## config.mk

```make
export PLATFORM = sky130hd
export DESIGN_NAME = gen_st_multi
export DESIGN_NICKNAME = d
export VERILOG_FILES = /design/src/rtl/gen_st_multi.sv
export SDC_FILE = /design/constraint.sdc
export NUM_CORES = 1
export LEC_CHECK = 0
export ABC_AREA = 1
export BUFFER_PORTS_ARGS = -buffer_cell sky130_fd_sc_hd__buf_2
export CAP_MARGIN = 25
export CELL_PAD_IN_SITES_DETAIL_PLACEMENT = 0
export CELL_PAD_IN_SITES_GLOBAL_PLACEMENT = 1
export CORE_MARGIN = 4
export CORE_UTILIZATION = 45
export DETAILED_ROUTE_END_ITERATION = 6
export GPL_TIMING_DRIVEN = 0
export PLACE_DENSITY_LB_ADDON = 0.1
export SLEW_MARGIN = 20
export SYNTH_ARGS = -nofsm -noshare
export SYNTH_HDL_FRONTEND = slang
export SYNTH_SLANG_ARGS = --single-unit
```

## constraint.sdc

```tcl
create_clock -name clk -period 3.6 [get_ports clk]
set_clock_uncertainty 0.15 [all_clocks]
set_input_delay 0.36 -clock clk [delete_from_list [all_inputs] [get_ports clk]]
set_output_delay 0.36 -clock clk [all_outputs]
set_load 0.005 [all_outputs]
```

## src/rtl/gen_st_multi.sv

```systemverilog
// gen_st_multi: multi-channel, phase-staggered strobe generator.
// Emits NCH one-cycle enables per programmable period, evenly spread over
// the period, in continuous (level-gated), burst or single-shot mode.
module gen_st_multi #(
  parameter int W   = 16,
  parameter int NCH = 4,
  parameter int S   = $clog2(NCH),
  parameter int BW  = 8
) (
  input  logic           clk,
  input  logic           rst,
  input  logic           en,
  input  logic           start,
  input  logic [1:0]     mode,
  input  logic [W-1:0]   period,
  input  logic [BW-1:0]  burst_len,
  output logic [NCH-1:0] ce_st,
  output logic           busy,
  output logic           done
);

  typedef enum logic {ST_IDLE = 1'b0, ST_RUN = 1'b1} state_t;

  localparam logic [1:0]    M_CONT   = 2'b00;
  localparam logic [1:0]    M_BURST  = 2'b01;
  localparam logic [1:0]    M_SINGLE = 2'b10;
  localparam logic [W-1:0]  NCH_W    = W'(NCH);
  localparam logic [BW-1:0] ONE_BW   = BW'(1);

  state_t        r_state;
  logic [W-1:0]  r_cb;
  logic [BW-1:0] r_rem;
  logic [W-1:0]  r_p_l;
  logic [1:0]    r_mode_l;
  logic          r_start_q;
  logic          r_done;

  state_t        w_state_nxt;
  logic [W-1:0]  w_cb_nxt;
  logic [BW-1:0] w_rem_nxt;
  logic          w_done_nxt;
  logic          w_load;
  logic          w_rise;
  logic          w_last;
  logic          w_gate;
  logic [W-1:0]  w_p_clamp;
  logic [W-1:0]  w_step;

  // Clamping the period to NCH keeps every channel offset distinct.
  assign w_p_clamp = (period < NCH_W) ? NCH_W : period;
  assign w_rise    = start & ~r_start_q;
  assign w_last    = (r_cb == (r_p_l - 1'b1));
  assign w_step    = r_p_l >> S;
  assign w_gate    = (r_mode_l != M_CONT) | en;
  assign done      = r_done;

  // State register plus counters, edge detector and done flag (async reset).
  always_ff @(posedge clk or posedge rst) begin
    if (rst) begin
      r_state   <= ST_IDLE;
      r_cb      <= '0;
      r_rem     <= '0;
      r_start_q <= 1'b0;
      r_done    <= 1'b0;
    end else begin
      r_state   <= w_state_nxt;
      r_cb      <= w_cb_nxt;
      r_rem     <= w_rem_nxt;
      r_start_q <= start;
      r_done    <= w_done_nxt;
    end
  end

  // Period and mode are captured only on entry to RUN and held until exit.
  always_ff @(posedge clk) begin
    if (w_load) begin
      r_p_l    <= w_p_clamp;
      r_mode_l <= mode;
    end
  end

  // Next-state logic: entry conditions, period counting and exit rules.
  always_comb begin
    w_state_nxt = r_state;
    w_cb_nxt    = r_cb;
    w_rem_nxt   = r_rem;
    w_done_nxt  = 1'b0;
    w_load      = 1'b0;
    case (r_state)
      ST_IDLE: begin
        w_cb_nxt = '0;
        if ((mode == M_CONT) && en) begin
          w_state_nxt = ST_RUN;
          w_load      = 1'b1;
        end else if ((mode == M_BURST) && w_rise && (burst_len != '0)) begin
          w_state_nxt = ST_RUN;
          w_load      = 1'b1;
          w_rem_nxt   = burst_len;
        end else if ((mode == M_SINGLE) && w_rise) begin
          w_state_nxt = ST_RUN;
          w_load      = 1'b1;
          w_rem_nxt   = ONE_BW;
        end
      end
      ST_RUN: begin
        w_cb_nxt = w_last ? '0 : (r_cb + 1'b1);
        if (r_mode_l == M_CONT) begin
          // Continuous mode drops out as soon as the gate or mode goes away.
          if (!en || (mode != M_CONT)) begin
            w_state_nxt = ST_IDLE;
            w_cb_nxt    = '0;
          end
        end else if (w_last) begin
          // Burst/single: count down whole periods, flag done on the last.
          w_rem_nxt = r_rem - 1'b1;
          if (r_rem == ONE_BW) begin
            w_state_nxt = ST_IDLE;
            w_done_nxt  = 1'b1;
          end
        end
      end
      default: w_state_nxt = ST_IDLE;
    endcase
  end

  // Outputs: busy in RUN, channel k strobes when the counter hits k*(P_l>>S).
  always_comb begin
    logic [W-1:0] off;
    off   = '0;
    ce_st = '0;
    busy  = (r_state == ST_RUN);
    for (int k = 0; k < NCH; k++) begin
      ce_st[k] = busy & w_gate & (r_cb == off);
      off      = off + w_step;
    end
  end

endmodule

```

=== Yosys cells after proc, flatten, opt, wreduce, memory -nomap -nowiden ===
Cells that the tools add are included.

* Register bits after elaboration: 45
* Bits of input ports: 30
* Output and inout port bits: 6
* Logic and storage cells: 69

* Add/subtract/negate cells: 5
* Order comparisons: 1
* Equal/unequal tests: 11
* Multiplexer cells: 23
* Bitwise logic cells: 9
* Reductions and logical operators: 13

{| class="wikitable"
|+ Operators by type and width
! operator !! number
|-
| 16-bit two-way mux || 3
|-
| 8-bit two-way mux || 5
|-
| 16-bit equality test || 2
|-
| 16-bit one-hot mux with 2 select lines || 1
|-
| 15-bit by 14-bit adder with 16-bit output || 1
|-
| 16-bit by 1-bit adder with 16-bit output (second input constant) || 1
|-
| 16-bit by 14-bit equality test with 1-bit output || 1
|-
| 16-bit by 15-bit equality test with 1-bit output || 1
|-
| 16-bit logical NOT || 1
|-
| 16-bit by 3-bit < comparator with 1-bit output (second input constant) || 1
|-
| 8-bit one-hot mux with 2 select lines || 1
|-
| 16-bit by 1-bit subtractor with 16-bit output (second input constant) || 1
|-
| 14-bit by 14-bit adder with 15-bit output || 1
|-
| 1-bit two-way mux || 12
|-
| 8-bit by 1-bit equality test with 1-bit output (second input constant) || 1
|-
| 8-bit nonzero test || 1
|-
| 8-bit by 1-bit subtractor with 8-bit output (second input constant) || 1
|-
| 1-bit AND || 6
|-
| 1-bit logical AND || 4
|-
| 2-bit logical NOT || 2
|-
| 2-bit != test (second input constant) || 2
|-
| 4-bit AND reduction || 1
|-
| 2-bit nonzero test || 2
|-
| 3-bit != test (second input constant) || 1
|-
| other kinds (8) || 9
|}

=== Logic depth before layout (Yosys ltp) ===
Gate-level depths: netlist (run 1).

* Word-level depth: 7
* Mapped depth: 15
* Depth with buffers taken out: 15

=== Worst setup path before layout (run 1) ===
Ideal clock, no wire load.

* Path kind: reg-to-output
* From: register r_p_l[3]
* To: output port ce_st[3]
* Data arrival time: 2,165 ps
* Data required time: 3,090 ps
* Slack: 925 ps
* Stages on the path, launching flop included: 13
* Buffers on the path: 0
* Path through: edfxtp_1 -> ha_1 -> fa_1 -> nand3_1 -> nand2_1 -> nand3_1 -> nand2_1 -> nand2_1 -> nand2_1 -> or2_2 -> a21oi_1 -> nand3_1 -> nor2_1

* Cells in the longest elaborated chain, start to end: 4

{| class="wikitable"
|+ Ends and longest elaborated chain
! what !! line !! RTL
|-
| from (decl) || 33 || <nowiki>logic [W-1:0] r_p_l;</nowiki>
|-
| from (signal assigned) || 77 || <nowiki>r_p_l <= w_p_clamp;</nowiki>
|-
| 14-bit by 14-bit adder with 15-bit output || 134 || <nowiki>off = off + w_step;</nowiki>
|-
| 15-bit by 14-bit adder with 16-bit output * || 134 ||
|-
| 16-bit equality test * || 133 || <nowiki>ce_st[k] = busy & w_gate & (r_cb == off);</nowiki>
|-
| 1-bit AND * || 133 ||
|-
| to (decl) || 17 || <nowiki>output logic [NCH-1:0] ce_st,</nowiki>
|}

Every way passes the cells marked *; elsewhere a longest branch is shown, timed or not.

=== Final worst setup path (run 1) ===
Ends and elaborated chain as after synthesis.

==> run metrics, run 1 <==
status=completed; Syn Area/Cell=6.94 sq um; number of synthesized flops with an enable pin=18; Core ar.=0.00924 sq mm; Final ANT Viol Nets=0; max-cap violations=0; final-stage net count=738; largest net degree at the start of global routing=19; dpl hpwl=9570 um; RSZ-0062 raised after global routing=no; setup_tns=0 ns; CTS tree=yes; final WL=11800 um; post-synth cell types=44; CTS Sinks=45; minimum clock period=3.35 ns; GP Congestion=0.873; routed len/inst=14.7 um; Synth Flop Type=dfrtp_1; Post-Synthesis Cells=618; layout cell share with drive strength beyond 1=13.0%; PortBufs=35; CP Data Arrival Time=2.84 ns; Worst-Margin Slew=0.621 ns; Die Y=106 um; post-synthesis mux area share=0%; htree depth=2; gr usage total=21.5%; total gr overflow=0; Pwr Density=366 mW/mm^2; final-report setup violation count=0; clk root buf=clkbuf_8; P_leak=2.45 nW; CTS Buffer Depth=2; Post-Synth Adder-Cell Area=10.1%; Via density=5.18; CP Capture Type=output pin; complex-gate fraction of the synthesized area=8.46%; number of global-route vias before repair=3978; Final Hold Violating Endpoints=0; TritonCTS Buffers=5; post-synthesis xor/xnor area fraction=8.98%; most frequent cells in the layout=nand2_1, inv_1, nor2_1; Area growth syn-to-layout=13.7%; Diodes inserted=0; initial drt markers=231; Min Hold Slack=0.0257 ns; io pins=36; Startpoint Class=register; Starting Density=46.4%; First-pass DRT Iterations=5; insertion delay to the later sink of the worst-skew pair=0.30 ns; Max FO, Critical Path=6; die footprint=0.0112 sq mm; fraction of registers with async set/reset=60.0%; Hold WC Path Type=in2reg; critical path required time=3.09 ns; Simple-Gate Fraction of Synth Area=34.0%; FF+latch count, synth=45; worst IR drop on VDD=0.000284 V; commonest non-fill, non-tap cell in the layout=nand2_1; number of remaining DRC errors=0; post-synthesis sequential area ratio=28.4%; Reg clk slew, reported paths=0.09 ns; row cnt=35; critical path class=reg2out; Die X=106 um; Synth Cell Area=0.00429 sq mm; via count=4164; Slew Limit Fails=0; largest family of logic cells by synthesized area=simple AND/OR/NAND/NOR gates; Syn Nets=682; Slew HR=58.5%; first-pass GRT wire length=19300 um; antenna violations before repair=0; Ys Warns=0; Final period util=93.0%; FMAX=299 MHz
==> per-stage QoR <==
stage / area [sq um] / power [mW] / utilization, % / instances / setup slack, ns
2_1_floorplan: 4290 / 1.17 / - / 618 / 0.925
3_3_place_gp: 4630 / 1.34 / 50.1 / 782 / 0.504
6_report: 4880 / 1.78 / 52.8 / 804 / 0.253
3_5_place_dp: 4640 / 1.35 / 50.2 / 783 / 0.497
5_1_grt: 4880 / 1.93 / 52.8 / 804 / 0.00921
4_1_cts: 4780 / 1.78 / 51.8 / 792 / 0.143
==> final cells by class <==
class / count / area [sq um]
plain buffers: 26 / 123
repair buffers: 49 / 290
fillers: 960 / 4360
inverters: 83 / 312
well taps: 129 / 161
clock buffers: 6 / 93.8
multi-input cells: 464 / 2640
clock inverters: 2 / 38.8
flip-flops and latches: 45 / 1220
==> per-layer routing <==
| metal | global-route usage [%] | wire length, um | vias to the layer above |
|---|---|---|---|
| li1 | - | - | 2116 |
| met1 | 29.1 | 5510 | 1941 |
| met2 | 37.2 | 5710 | 94 |
| met3 | 2.14 | 491 | 13 |
| met4 | 4.72 | 127 | 0 |
| met5 | 0 | 0 | - |
==> kinds of logic (layout without fill, tap and decap cells) <==
| family | after synthesis | count (layout) |
|---|---|---|
| simple gates | 325 | 325 |
| buf+inv | 109 | 166 |
| compound gates | 61 | 61 |
| flops | 45 | 45 |
| xor+xnor | 44 | 44 |
| fa+ha+maj | 34 | 34 |
==> cells in the mapped netlist, types with 10 or more instances <==
| cell | count | area share (%) |
|---|---|---|
| o22ai_1 | 12 | 1.8 |
| nand3_1 | 53 | 6.2 |
| inv_1 | 80 | 7.0 |
| nor2_1 | 57 | 5.0 |
| edfxtp_1 | 18 | 13 |
| ha_1 | 33 | 9.6 |
| nand2_1 | 166 | 15 |
| dfrtp_1 | 27 | 16 |
| nor4_1 | 10 | 1.5 |
| xnor2_1 | 17 | 3.5 |
| xor2_1 | 27 | 5.5 |
| o21ai_0 | 12 | 1.4 |
| clkbuf_1 | 15 | 1.3 |
| a21oi_1 | 22 | 2.6 |
| nor3_1 | 10 | 1.2 |
==> path summary, 6_finish.rpt <==
| check | to | start | slack [ns] | depth (start not counted) |
|---|---|---|---|---|
| setup / recovery | ce_st[3] | r_p_l[3] | 0.25 | 13 |
| hold reg to reg | r_rem[1] | r_rem[1] | 0.37 | 2 |
| max in group asynchronous | r_cb[11] | rst | 2.37 | 4 |
| min in group asynchronous | r_cb[0] | rst | 0.45 | 3 |
| setup reg to reg | r_cb[6] | r_p_l[0] | 0.84 | 12 |
| hold / removal | r_start_q | start | 0.03 | 1 |
==> worst max-delay path: stages (launching register included) <==
cell	delay [ns]
edfxtp_1	0.52
ha_1	0.27
fa_1	0.43
nand3_1	0.16
nand2_1	0.12
nand3_1	0.12
nand2_1	0.08
nand2_1	0.07
nand2_1	0.08
or2_2	0.28
a21oi_1	0.12
nand3_1	0.09
nor2_1	0.08
buf_2	0.11
==> registers in the layout, summed over array words and instances (netlist names) <==
register and count:
r_cb 16, r_p_l 16, r_rem 8, r_mode_l 2, busy 1, done 1, r_start_q 1
==> report_power, final <==
group,switching [mW],leakage [nW],internal (mW),total (mW)
Clock,0.173,0.0669,0.251,0.424
Sequential,0.0909,0.530,0.603,0.694
Combinational,0.397,1.85,0.268,0.665
Total,0.660,2.45,1.12,1.78
==> what timing repair did <==
item	in CTS	in global routing
hold buffers	1	0
resized for setup	0	1
endpoints found under the setup margin	0	1
setup buffers	0	12
hold endpoints to repair	9	0
Power figures use the tool's default switching activity.
==> run 2, diff against run 1 <==
--- a/config.mk
+++ b/config.mk
@@ -11,7 +11,7 @@
 export CELL_PAD_IN_SITES_DETAIL_PLACEMENT = 0
 export CELL_PAD_IN_SITES_GLOBAL_PLACEMENT = 1
 export CORE_MARGIN = 4
-export CORE_UTILIZATION = 45
+export CORE_UTILIZATION = 44
 export DETAILED_ROUTE_END_ITERATION = 6
 export GPL_TIMING_DRIVEN = 0
 export PLACE_DENSITY_LB_ADDON = 0.1
==> constraint.sdc (replaced) <==
create_clock -name clk -period 3.3 [get_ports clk]
set_clock_uncertainty 0.15 [all_clocks]
set_input_delay 0.33 -clock clk [delete_from_list [all_inputs] [get_ports clk]]
set_output_delay 0.33 -clock clk [all_outputs]
set_load 0.005 [all_outputs]
==> run metrics, run 2 (synthesized netlist as in run 1, its figures left out) <==
status=completed; Slew HR=57.2% (-1.3 points); Final Hold Violating Endpoints=0 (unchanged); Slew Limit Fails=0 (unchanged); internal cell power=1.11 mW (-1.1%); io pins=36 (unchanged); Final period util=95.0%; clk root buf=clkbuf_8; setup_tns=0 ns (unchanged); Starting Density=45.8% (-0.65 points); Worst-Margin Slew=0.641 ns (+0.0193 ns); DP Cell Count=782 (-0.13%); CP cell instances=ha_2 -> fa_2 -> xnor2_2 -> nand3_2 -> nor2_4 -> nand3_2 -> nor2_2 -> nand4_1 -> nor2_2 -> nand3_1 -> nor2_1 -> buf_2; max-cap violations=0 (unchanged); final-report setup violation count=0 (unchanged); die footprint=0.0114 sq mm (+2.1%); Diodes inserted=0 (unchanged); critical path required time=2.82 ns (-0.27 ns); Via density=5.17 (-0.20%); initial drt markers=252 (+9.1%); sw power=0.719 mW (+8.9%); commonest non-fill, non-tap cell in the layout=nand2_1; Reg power frac=41.0% (+2.1 points); total gr overflow=0 (unchanged); Max FO, Critical Path=3 (-3); First-pass DRT Iterations=5 (unchanged); number of remaining DRC errors=0 (unchanged); FMAX=319 MHz; Hold WC Path Type=in2reg; P_leak=2.47 nW (+0.85%); non-filler cells in the finished layout=813 (+1.1%); Worst path max stage delay=0.56 ns (+0.04 ns); Min Hold Slack=0.0893 ns (+0.0636 ns); final-stage net count=747 (+1.2%); first-pass GRT wire length=19400 um (+0.61%); PortBufs=35 (unchanged); gr usage total=21.4% (-0.079 points); CP Capture Type=output pin; combinational share of power=41.1% (+3.8 points); CTS Sinks=45 (unchanged); switching share of total power=39.3% (+2.3 points); htree depth=2 (unchanged); routed len/inst=15.0 um (+1.6%); Final ANT Viol Nets=0 (unchanged); layout cell share with drive strength beyond 1=15.6% (+2.6 points); antenna violations before repair=0 (unchanged); critical path class=reg2out; CP Data Arrival Time=2.65 ns (-0.19 ns); GP Congestion=0.888 (+1.8%); insertion delay to the later sink of the worst-skew pair=0.29 ns (about the same); minimum clock period=3.13 ns; biggest regs=r_cb (16), r_p_l (16), r_rem (8); Area growth syn-to-layout=15.2%; Startpoint Class=register; RSZ-0062 raised after global routing=yes; largest net degree at the start of global routing=28 (+9); row cnt=35 (unchanged); worst IR drop on VDD=0.000275 V (-2.9%); number of global-route vias before repair=3940 (-0.96%); CTS tree=yes; Die Y=107 um (+1.0%); clock power share=17.9% (-5.9 points); Slowest-stage cell, CP=fa_2; most frequent cells in the layout=nand2_1, inv_1, nor2_1; via count=4202 (+0.91%); CTS Buffer Depth=2 (unchanged); final WL=12200 um (+2.8%); Die X=107 um (+1.0%); TritonCTS Buffers=5 (unchanged); Core ar.=0.00937 sq mm (+1.4%); dpl hpwl=9550 um (-0.25%); Pwr Density=370 mW/mm^2 (+1.3%); Reg clk slew, reported paths=0.08 ns (about the same)
## run 2: changes by cell type in the layout (fill, tap and decap cells not counted), sizes merged
| cell | change |
|---|---|
| buf | +8 |
| clkinv | +3 |
| clkbuf | -1 |
| inv | -1 |
| dlygate4sd3 | +1 |
| bufinv | -1 |
## run 2: cell type report
cell class | count | area, sq um
buffer | 26 | 123
clock buffer | 5 | 68.8
clock inverter | 3 | 17.5
fill | 995 | 4430
inverter | 83 | 312
multi-input combinational | 464 | 2690
sequential | 45 | 1220
tap | 129 | 161
timing repair buffer | 58 | 357
## run 2: repair_timing
action | in CTS | in global routing
endpoints found under the hold margin | 28 | 0
hold buffers | 2 | 0
setup buffers | 6 | 15
gates resized for setup | 0 | 14
setup endpoints to repair | 1 | 1
pin swaps | 0 | 6
## run 2: critical path: cells and delay by family, from the launching register on
family	cells	cell delay [ns]
xor gates and xnor gates	1	0.12
adders and majority gates	2	0.80
buffers and inverters	1	0.11
DFF	1	0.49
and+or+nand+nor	8	0.82
## run 2: per-layer routing
metal / track usage [%] / wire length, um / up-vias
li1: - / - / 2126
met1: 28.6 / 5490 / 1907
met2: 36.5 / 5710 / 144
met3: 2.29 / 718 / 25
met4: 6.48 / 246 / 0
met5: 0 / 0 / -
## run 2: path summary, 6_finish.rpt
check / from / to / slack, ns / depth (start not counted)
setup / recovery: r_p_l[3] / ce_st[3] / 0.17 / 12
hold / removal: mode[1] / r_mode_l[1] / 0.09 / 1
setup reg to reg: r_p_l[3] / r_rem[3] / 0.49 / 13
hold reg to reg: r_rem[1] / r_rem[1] / 0.36 / 2
max in group asynchronous: rst / r_rem[6] / 2.12 / 3
min in group asynchronous: rst / r_cb[2] / 0.49 / 3
## run 2: through the flow
step	utilization, %	power [mW]	instance area, sq um	setup slack (ns)
final	52.7	1.83	4940	0.165
after global routing	52.7	1.98	4940	-0.0662
after CTS	51.0	1.81	4780	0.0206
after detailed placement	49.4	1.46	4630	0.230
after global placement	49.4	1.46	4630	0.248
after floorplan	-	1.28	4290	0.655
## run 2: power by group through the flow
stage	clock, mW	combinational [mW]	sequential [mW]
floorplan	0	0.544	0.736
global placement	0	0.690	0.767
detailed placement	0	0.698	0.767
CTS	0.345	0.715	0.752
global route	0.365	0.853	0.762
finish	0.328	0.751	0.750
